--- src/rtl/uart_tx_if.sv ---
// Byte handshake and serial-line bundle for uart_tx_buffered.
// The master side offers bytes and watches the line; the slave side is the transmitter.
interface uart_tx_if;
    logic [7:0] tx_data;   // byte to send, sampled when in_flag & tx_ready
    logic       in_flag;   // valid strobe for tx_data
    logic       tx_ready;  // holding register empty
    logic       tx;        // serial line, idles high
    logic       tx_done;   // one-cycle pulse on the last cycle of each stop bit

    modport master (output tx_data, in_flag, input  tx_ready, tx, tx_done);
    modport slave  (input  tx_data, in_flag, output tx_ready, tx, tx_done);
endinterface

--- src/rtl/uart_tx_buffered.sv ---
// Buffered 8N1 UART transmitter, LSB first.
// A one-deep holding register sits in front of the shift register, so a byte
// refilled during a frame is loaded on the last stop-bit cycle and the next
// start bit follows with no idle gap.
// Optional feature: define UART_TX_PARITY_EN to insert an even-parity bit
// between the data bits and the stop bit (11-bit frame).
module uart_tx_buffered #(
    parameter int MAX_CNT = 5208  // clocks per bit, >= 2
) (
    input  logic clk,
    input  logic rstn,            // synchronous, active-low
    uart_tx_if.slave bus
);

    localparam int CW = (MAX_CNT > 2) ? $clog2(MAX_CNT) : 1;
    localparam logic [CW-1:0] LAST = CW'(MAX_CNT - 1);
    localparam logic [CW-1:0] ONE  = CW'(1);

    typedef enum logic [2:0] {
        IDLE,
        START,
        DATA,
`ifdef UART_TX_PARITY_EN
        PARITY,
`endif
        STOP
    } state_t;

    state_t          state, state_n;
    logic [CW-1:0]   baud_cnt, baud_n;
    logic [2:0]      bit_cnt, bit_n;
    logic [7:0]      shift, shift_n;
    logic [7:0]      hold, hold_n;
    logic            hold_full, hold_full_n;
    logic            tx_q, tx_n;
    logic            done;
    logic            load;
    logic            accept;
    logic            bit_end;
    logic [2:0]      next_bit;

    assign accept   = bus.in_flag & ~hold_full;
    assign bit_end  = (baud_cnt == LAST);
    assign next_bit = bit_cnt + 3'd1;

    assign bus.tx_ready = ~hold_full;
    assign bus.tx       = tx_q;
    assign bus.tx_done  = done;

    // Next-state, next-line-level and handshake decode.
    always_comb begin
        // NOTE: every signal gets a default before the case; a missed branch would otherwise infer a latch.
        state_n     = state;
        baud_n      = baud_cnt;
        bit_n       = bit_cnt;
        shift_n     = shift;
        hold_n      = hold;
        hold_full_n = hold_full;
        tx_n        = tx_q;
        done        = 1'b0;
        load        = 1'b0;

        if (state != IDLE) begin
            baud_n = bit_end ? '0 : baud_cnt + ONE;
        end

        case (state)
            IDLE: begin
                if (hold_full) load = 1'b1;
            end
            START: begin
                if (bit_end) begin
                    state_n = DATA;
                    bit_n   = 3'd0;
                    tx_n    = shift[0];
                end
            end
            DATA: begin
                if (bit_end) begin
                    if (bit_cnt == 3'd7) begin
`ifdef UART_TX_PARITY_EN
                        state_n = PARITY;
                        tx_n    = ^shift;
`else
                        state_n = STOP;
                        tx_n    = 1'b1;
`endif
                    end else begin
                        bit_n = next_bit;
                        tx_n  = shift[next_bit];
                    end
                end
            end
`ifdef UART_TX_PARITY_EN
            PARITY: begin
                if (bit_end) begin
                    state_n = STOP;
                    tx_n    = 1'b1;
                end
            end
`endif
            STOP: begin
                if (bit_end) begin
                    done = 1'b1;
                    if (hold_full) load = 1'b1;
                    else           state_n = IDLE;
                end
            end
            default: state_n = IDLE;
        endcase

        // Load needs a full hold and accept needs an empty one, so they never collide.
        if (load) begin
            shift_n     = hold;
            hold_full_n = 1'b0;
            state_n     = START;
            tx_n        = 1'b0;
            baud_n      = '0;
        end
        if (accept) begin
            hold_n      = bus.tx_data;
            hold_full_n = 1'b1;
        end
    end

    // Control state with synchronous reset; reset aborts any frame in flight.
    always_ff @(posedge clk) begin
        // NOTE: non-blocking assignments keep every register sampling pre-edge values.
        if (!rstn) begin
            state     <= IDLE;
            baud_cnt  <= '0;
            bit_cnt   <= 3'd0;
            hold_full <= 1'b0;
            tx_q      <= 1'b1;
        end else begin
            state     <= state_n;
            baud_cnt  <= baud_n;
            bit_cnt   <= bit_n;
            hold_full <= hold_full_n;
            tx_q      <= tx_n;
        end
    end

    // Byte storage; contents are only ever read while hold_full/state say they are valid.
    always_ff @(posedge clk) begin
        // NOTE: data registers are deliberately left out of reset; the qualifying flags are reset instead.
        hold  <= hold_n;
        shift <= shift_n;
    end

endmodule

--- src/flat_wrapper.sv ---
// flat-port wrapper written by rule: the top's interface ports become plain ports
module uart_tx_buffered_flat 
#(
    parameter int MAX_CNT = 5208                         
)
  (clk, rstn, bus_tx_data, bus_in_flag, bus_tx_ready, bus_tx, bus_tx_done);
  uart_tx_if bus_i ();
  input  logic clk;
  input  logic rstn;
  input wire logic [$bits(bus_i.tx_data)-1:0] bus_tx_data;
  input wire logic [$bits(bus_i.in_flag)-1:0] bus_in_flag;
  output wire logic [$bits(bus_i.tx_ready)-1:0] bus_tx_ready;
  output wire logic [$bits(bus_i.tx)-1:0] bus_tx;
  output wire logic [$bits(bus_i.tx_done)-1:0] bus_tx_done;
  assign bus_i.tx_data = bus_tx_data;
  assign bus_i.in_flag = bus_in_flag;
  assign bus_tx_ready = bus_i.tx_ready;
  assign bus_tx = bus_i.tx;
  assign bus_tx_done = bus_i.tx_done;
  uart_tx_buffered #(.MAX_CNT(MAX_CNT)) u_core (.clk(clk), .rstn(rstn), .bus(bus_i));
endmodule
--- config.mk ---
export PLATFORM = sky130hd
export DESIGN_NAME = uart_tx_buffered_flat
export DESIGN_NICKNAME = d
export VERILOG_FILES = /design/src/rtl/uart_tx_if.sv /design/src/rtl/uart_tx_buffered.sv /design/src/flat_wrapper.sv
export SDC_FILE = /design/constraint.sdc
export NUM_CORES = 1
export LEC_CHECK = 0
export CORE_AREA = 2 2 58 60
export CTS_BUF_LIST = sky130_fd_sc_hd__clkbuf_4 sky130_fd_sc_hd__clkbuf_8
export DETAILED_ROUTE_END_ITERATION = 10
export DIE_AREA = 0 0 60 62
export DONT_BUFFER_PORTS = 1
export GPL_TIMING_DRIVEN = 0
export PLACE_DENSITY = 0.74
export SLEW_MARGIN = 20
export SYNTH_ARGS = -nofsm -noshare
export SYNTH_HDL_FRONTEND = slang
export SYNTH_SLANG_ARGS = --single-unit
--- constraint.sdc ---
create_clock -name clk -period 4.3 [get_ports clk]
set_input_delay 0.86 -clock clk [delete_from_list [all_inputs] [get_ports clk]]
set_output_delay 0.86 -clock clk [all_outputs]
set_load 0.05 [all_outputs]
==> results of run 1 <==
==> synthesized netlist by cell type, drive strengths merged <==
cell type / instances / area share (%)
o221ai: 1 / 0.54
xnor2: 6 / 3.2
ha: 7 / 5.4
mux4: 2 / 2.8
a41o: 1 / 0.61
a31oi: 2 / 0.77
dfxtp: 20 / 25
a21o: 1 / 0.46
nor3: 3 / 0.92
a211oi: 1 / 0.46
inv: 5 / 1.2
and3: 2 / 0.77
nor2: 21 / 5.0
and2: 1 / 0.54
nand3: 8 / 2.5
nor2b: 9 / 3.5
clkbuf: 2 / 0.46
buf: 1 / 0.69
and4: 1 / 0.54
mux2i: 4 / 2.5
a21oi: 4 / 1.2
nor4: 1 / 0.38
xor2: 4 / 2.1
nor3b: 1 / 0.46
a32oi: 1 / 0.54
nand4b: 1 / 0.54
o21ai: 3 / 1.8
and4bb: 1 / 0.77
nor4b: 1 / 1.5
nand2: 4 / 0.92
and4b: 2 / 1.2
a21boi: 3 / 1.4
nand3b: 1 / 0.46
edfxtp: 16 / 29
==> registers in the layout (all words and copies together), names as in the netlist <==
| register | flops |
|---|---|
| u_core.hold_full | 1 |
| u_core.state | 2 |
| u_core.shift | 8 |
| u_core.hold | 8 |
| u_core.bus.tx | 1 |
| u_core.baud_cnt | 13 |
| u_core.bit_cnt | 3 |
==> per-layer routing <==
metal / vias up / part of all wire, % / global-route usage (%) / wire, microns
li1: 524 / - / - / -
met1: 485 / 47 / 20.4 / 1210
met2: 27 / 45 / 24.5 / 1170
met3: 9 / 4.9 / 4.55 / 127
met4: 0 / 3.2 / 10.5 / 82
met5: - / 0 / 0 / 0
==> worst register-to-register path, delay by kind of cell (launching register included) <==
family,cells,cell delay [ns]
AO/OA/AOI/OAI,4,0.75
adder cells (fa/ha/maj),1,0.19
buffers and inverters,2,0.27
flip-flops,1,0.40
AND/OR/NAND/NOR,1,0.21
==> where the power goes <==
group | internal, mW | switching (mW) | leakage, nW
clock network | 0.0643 | 0.119 | 0.0274
registers | 0.377 | 0.0140 | 0.313
logic | 0.0187 | 0.0354 | 0.267
==> path summary, 6_finish.rpt <==
| path | to | from | slack (ns) |
|---|---|---|---|
| min | u_core.shift[3] | u_core.hold[3] | 0.43 |
| max | bus_tx_done | u_core.baud_cnt[0] | 1.70 |
| min reg2reg | u_core.shift[3] | u_core.hold[3] | 0.43 |
| max reg2reg | u_core.state[0] | u_core.state[0] | 2.37 |
==> layout make-up <==
class | count | area (sq um) | share of cell area (%)
Buffer | 3 | 18.8 | 1.07
Sequential cell | 36 | 881 | 50.4
Multi-Input combinational cell | 97 | 712 | 40.7
Clock buffer | 5 | 37.5 | 2.15
Clock inverter | 3 | 23.8 | 1.36
Tap cell | 46 | 57.6 | 3.29
Inverter | 5 | 18.8 | 1.07
==> cell families after synthesis <==
logic type,Yosys count,synth area share (%)
AOI/OAI and AO/OA,17,7.83
xor gates and xnor gates,10,5.37
and+or+nand+nor,57,19.9
buffers and inverters,8,2.30
DFF,36,54.0
adders and majority gates,7,5.37
muxes,6,5.22
==> results.md, run 1 <==
- Post-route cell area: 1750 sq um
- CTS resizes: 0
- Max Fclk: 0.384 GHz
- WP buf/inv: 0
- Site Rows: 21
- Pwr Total: 629 uW
- Post-synth net total: 159
- GRT overflow: 0
- CP required: 3.44 ns
- Worst Path Max Fanout: 5
- Final Non-Filler Cells: 195
- Setup Fix Bufs, Post-CTS: 0
- 1st-iter DRT viols: 30
- CTS clk-pin slew, worst paths: 0.12 ns
- R2r worst-path depth: 8
- PwrDens: 359 nW/um^2
- Detailed Routing Iterations Pass 1: 4
- Final worst-path cycle share: 60.5%
- Setup slack after layout: 1.70 ns
- CTS Hold Bufs: 0
- Worst EP arrival: 1.74 ns
- Initial antenna violation count: 0
- CTS tree: done
- Post-Syn Area: 1630 sq um
- Crit path depth: 3
- Gpl congestion: 0.775
- Routed WL: 2600 microns
- Worst min path class: reg2reg
- Vias in the first global route: 1,006
- Synthesized instance count: 141
- Initial core utilization: 51.3%
- Core Box Area: 3180 sq um
- Status: completed
- Max-slew violations: 0
- Syn Area/Cell: 11.6 sq um
- Largest net degree at the start of global routing: 14
- CP max stage delay: 0.53 ns
- CTS max path bufs: 2
- Worst setup SP type: register
- Area delta synth->final: 7.29%
- ANT cells: 0
- Placed insts: 187
- #FFs+latches synth: 36
- Leakage: 0.607 nW
- Worst hold path depth: 0
- Remaining DRCs: 0
- Slew margin rel.: 58.3%
- Fin crit period: 2.60 ns
- Vias per cell: 5.36
- Hpwl dp: 1900 microns
- Die Ht: 62 microns
- Setup violators final: 0
- Worst hold slack: 0.433 ns
- Gr usage total: 16.2%
- Clock Latency Late Sink: 0.34 ns
- Layout net count: 166
- Worst-path cell chain: ha_1 > and4b_1 > and4_1
- Synth Warn #: 0
- WL per Instance: 13.3 microns
- Die width: 60 microns
- Fillers: 272
- Register area share after synthesis: 54.0%
- Worst Skew: 0.00844 ns
- TritonCTS buffer count: 5
- Worst slew pin tran: 0.623 ns
- CP Capture Type: output pin
- Number of max-cap violations: 0
- Dpl cell area: 1690 sq um
- Commonest non-fill, non-tap cells in the layout: nor2_1, dfxtp_1, edfxtp_1
- I/O Buffers: 0
- Final ANT Viol Nets: 0
- Setup CP Type: reg2out
- H-tree depth: 2
- Die area: 3720 sq um
- Max VDD drop: 0.256 mV
- Setup TNS: 0 ns
- # clock sinks: 36
- # IOs: 14
- Total number of vias: 1,045
- RSZ-0062 raised after global routing: false
- Layout cells sized above 1: 11.4%
- Final Hold Viols: 0
- CTS Root Cell: clkbuf_4
- Pre-CTS WS: 2.09 ns
- Post-synth cell types: 38
- Final Util: 55.0%
- Critical path's slowest cell: and4_1
- First-pass GRT wire length: 4370 microns
- Crit-path leading delay family: simple AND/OR/NAND/NOR gates
No activity file was read; power rests on OpenSTA's default activity.
==> run 2, diff against run 1 <==
--- a/config.mk
+++ b/config.mk
@@ -11,7 +11,7 @@
 export DIE_AREA = 0 0 60 62
 export DONT_BUFFER_PORTS = 1
 export GPL_TIMING_DRIVEN = 0
-export PLACE_DENSITY = 0.74
+export PLACE_DENSITY = 0.77
 export SLEW_MARGIN = 20
 export SYNTH_ARGS = -nofsm -noshare
 export SYNTH_HDL_FRONTEND = slang
==> constraint.sdc (replaced) <==
create_clock -name clk -period 2.3 [get_ports clk]
set_input_delay 0.46 -clock clk [delete_from_list [all_inputs] [get_ports clk]]
set_output_delay 0.46 -clock clk [all_outputs]
set_load 0.05 [all_outputs]
==> results.md, run 2 (synthesis results as in run 1) <==
- Commonest non-fill, non-tap cells in the layout: nor2_1, dfxtp_1, edfxtp_1 (unchanged)
- CTS clk-pin slew, worst paths: 0.11 ns (was 0.12 ns)
- H-tree depth: 2 (unchanged)
- Core Box Area: 3180 sq um (unchanged)
- CTS tree: done (unchanged)
- Setup CP Type: reg2out (unchanged)
- GRT overflow: 0 (unchanged)
- Final Hold Viols: 0 (unchanged)
- PwrDens: 674 nW/um^2 (was 359 nW/um^2)
- Die area: 3720 sq um (unchanged)
- Placed insts: 187 (unchanged)
- Vias in the first global route: 1,025 (was 1,006)
- Post-route cell area: 1750 sq um (unchanged)
- Biggest register: u_core.baud_cnt (unchanged)
- Worst slew pin tran: 0.592 ns (was 0.623 ns)
- Die width: 60 microns (unchanged)
- Slew margin rel.: 60.4% (was 58.3%)
- Site Rows: 21 (unchanged)
- Largest regs: u_core.baud_cnt x13, u_core.hold x8, u_core.shift x8 (unchanged)
- Routed WL: 2670 microns (was 2600 microns)
- CP Capture Type: output pin (unchanged)
- Max Fclk: 0.457 GHz
- First-pass GRT wire length: 4440 microns (was 4370 microns)
- Area of the multi-input gates: 712 sq um (unchanged)
- Layout cells sized above 1: 11.4% (unchanged)
- Fillers: 257 (was 272)
- Hpwl dp: 2050 microns (was 1900 microns)
- Vias per cell: 5.32 (was 5.36)
- Detailed Routing Iterations Pass 1: 4 (unchanged)
- CTS max path bufs: 2 (unchanged)
- 1st-iter DRT viols: 31 (was 30)
- Final ANT Viol Nets: 0 (unchanged)
- NetSw: 318 uW (was 169 uW)
- Clk pwr share: 29.2% (about the same)
- Initial core utilization: 51.3% (unchanged)
- Largest register FFs: 13 (unchanged)
- ANT cells: 0 (unchanged)
- RSZ-0062 raised after global routing: false (unchanged)
- Leakage: 0.607 nW (unchanged)
- Area delta synth->final: 7.29% (unchanged)
- Final worst-path cycle share: 95.0%
- Die Ht: 62 microns (unchanged)
- # clock sinks: 36 (unchanged)
- Max VDD drop: 0.521 mV (was 0.256 mV)
- Max-slew violations: 0 (unchanged)
- CTS Hold Bufs: 0 (unchanged)
- Worst Skew: 0.00525 ns (was 0.00844 ns)
- Total number of vias: 1,037 (was 1,045)
- Reg area: 881 sq um (unchanged)
- Worst setup SP type: register (unchanged)
- Remaining DRCs: 0 (unchanged)
- Largest net degree at the start of global routing: 14 (unchanged)
- # IOs: 14 (unchanged)
- Status: completed (unchanged)
- Worst min path class: in2reg (was reg2reg)
- Worst EP arrival: 1.73 ns (was 1.74 ns)
- WL per Instance: 13.7 microns (was 13.3 microns)
- CTS Root Cell: clkbuf_4 (unchanged)
- Fin crit period: 2.19 ns
- CTS resizes: 0 (unchanged)
- Worst Path Max Fanout: 5 (unchanged)
- Worst hold slack: 0.186 ns (was 0.433 ns)
- TritonCTS buffer count: 5 (unchanged)
- Seq pwr share: 62.1% (was 62.2%)
- I/O Buffers: 0 (unchanged)
- Clock Latency Late Sink: 0.34 ns (about the same)
- Sw Share: 27.0% (was 26.8%)
- Gr usage total: 16.7% (was 16.2%)
- Gpl congestion: 0.837 (was 0.775)
- Setup TNS: 0 ns (unchanged)
- Setup violators final: 0 (unchanged)
- Internal Power: 860 uW (was 460 uW)
- Number of max-cap violations: 0 (unchanged)
- Final Non-Filler Cells: 195 (unchanged)
- Layout net count: 166 (unchanged)
- Setup Fix Bufs, Post-CTS: 0 (unchanged)
- Gate power share: 8.7% (was 8.6%)
- Dpl cell area: 1690 sq um (unchanged)
- CP required: 1.84 ns (was 3.44 ns)
- Initial antenna violation count: 0 (unchanged)
==> run 2: through the flow <==
stage / util, % / power [mW] / setup slack [ns]
after floorplan: - / 0.825 / 0.601
after global placement: 53.1 / 0.841 / 0.513
after detailed placement: 53.1 / 0.848 / 0.438
after CTS: 55.0 / 1.19 / 0.0863
after global routing: 55.0 / 1.23 / 0.0276
final: 55.0 / 1.18 / 0.114
==> run 2: layer usage <==
| metal | vias to the layer above | global-route usage (%) | wire length, microns |
|---|---|---|---|
| met5 | - | 0 | 0 |
| met4 | 0 | 9.84 | 51 |
| met3 | 5 | 3.73 | 72 |
| met2 | 16 | 27.8 | 1370 |
| met1 | 493 | 19.8 | 1180 |
| li1 | 523 | - | - |
==> run 2: cell type report <==
| class | instances | share of cell area [%] |
|---|---|---|
| multi-input cells | 97 | 40.7 |
| flip-flops and latches | 36 | 50.4 |
| clock inverters | 3 | 1.36 |
| well taps | 46 | 3.29 |
| plain buffers | 3 | 1.07 |
| inverters | 5 | 1.07 |
| clock buffers | 5 | 2.15 |
==> run 2: worst paths after layout <==
path | start | end | slack (ns) | cells after the start
worst min register to register | u_core.hold[3] | u_core.shift[3] | 0.43 | 0
worst min-delay path | rstn | u_core.bus.tx | 0.19 | 1
worst max register to register | u_core.state[0] | u_core.state[0] | 0.36 | 8
worst max-delay path | u_core.baud_cnt[0] | bus_tx_done | 0.11 | 3
==> run 2: power groups by stage <==
stage               combinational, mW  sequential (mW)  clock (mW)
floorplan                      0.0838            0.741           0
global placement               0.0967            0.744           0
detailed placement              0.101            0.747           0
CTS                             0.102            0.732       0.353
global route                    0.114            0.735       0.379
finish                          0.103            0.732       0.344
==> run 2: worst max-delay path: stages, from the launching register on <==
cell	delay (ns)
dfxtp_1	0.41
ha_1	0.25
and4b_1	0.21
and4_1	0.51
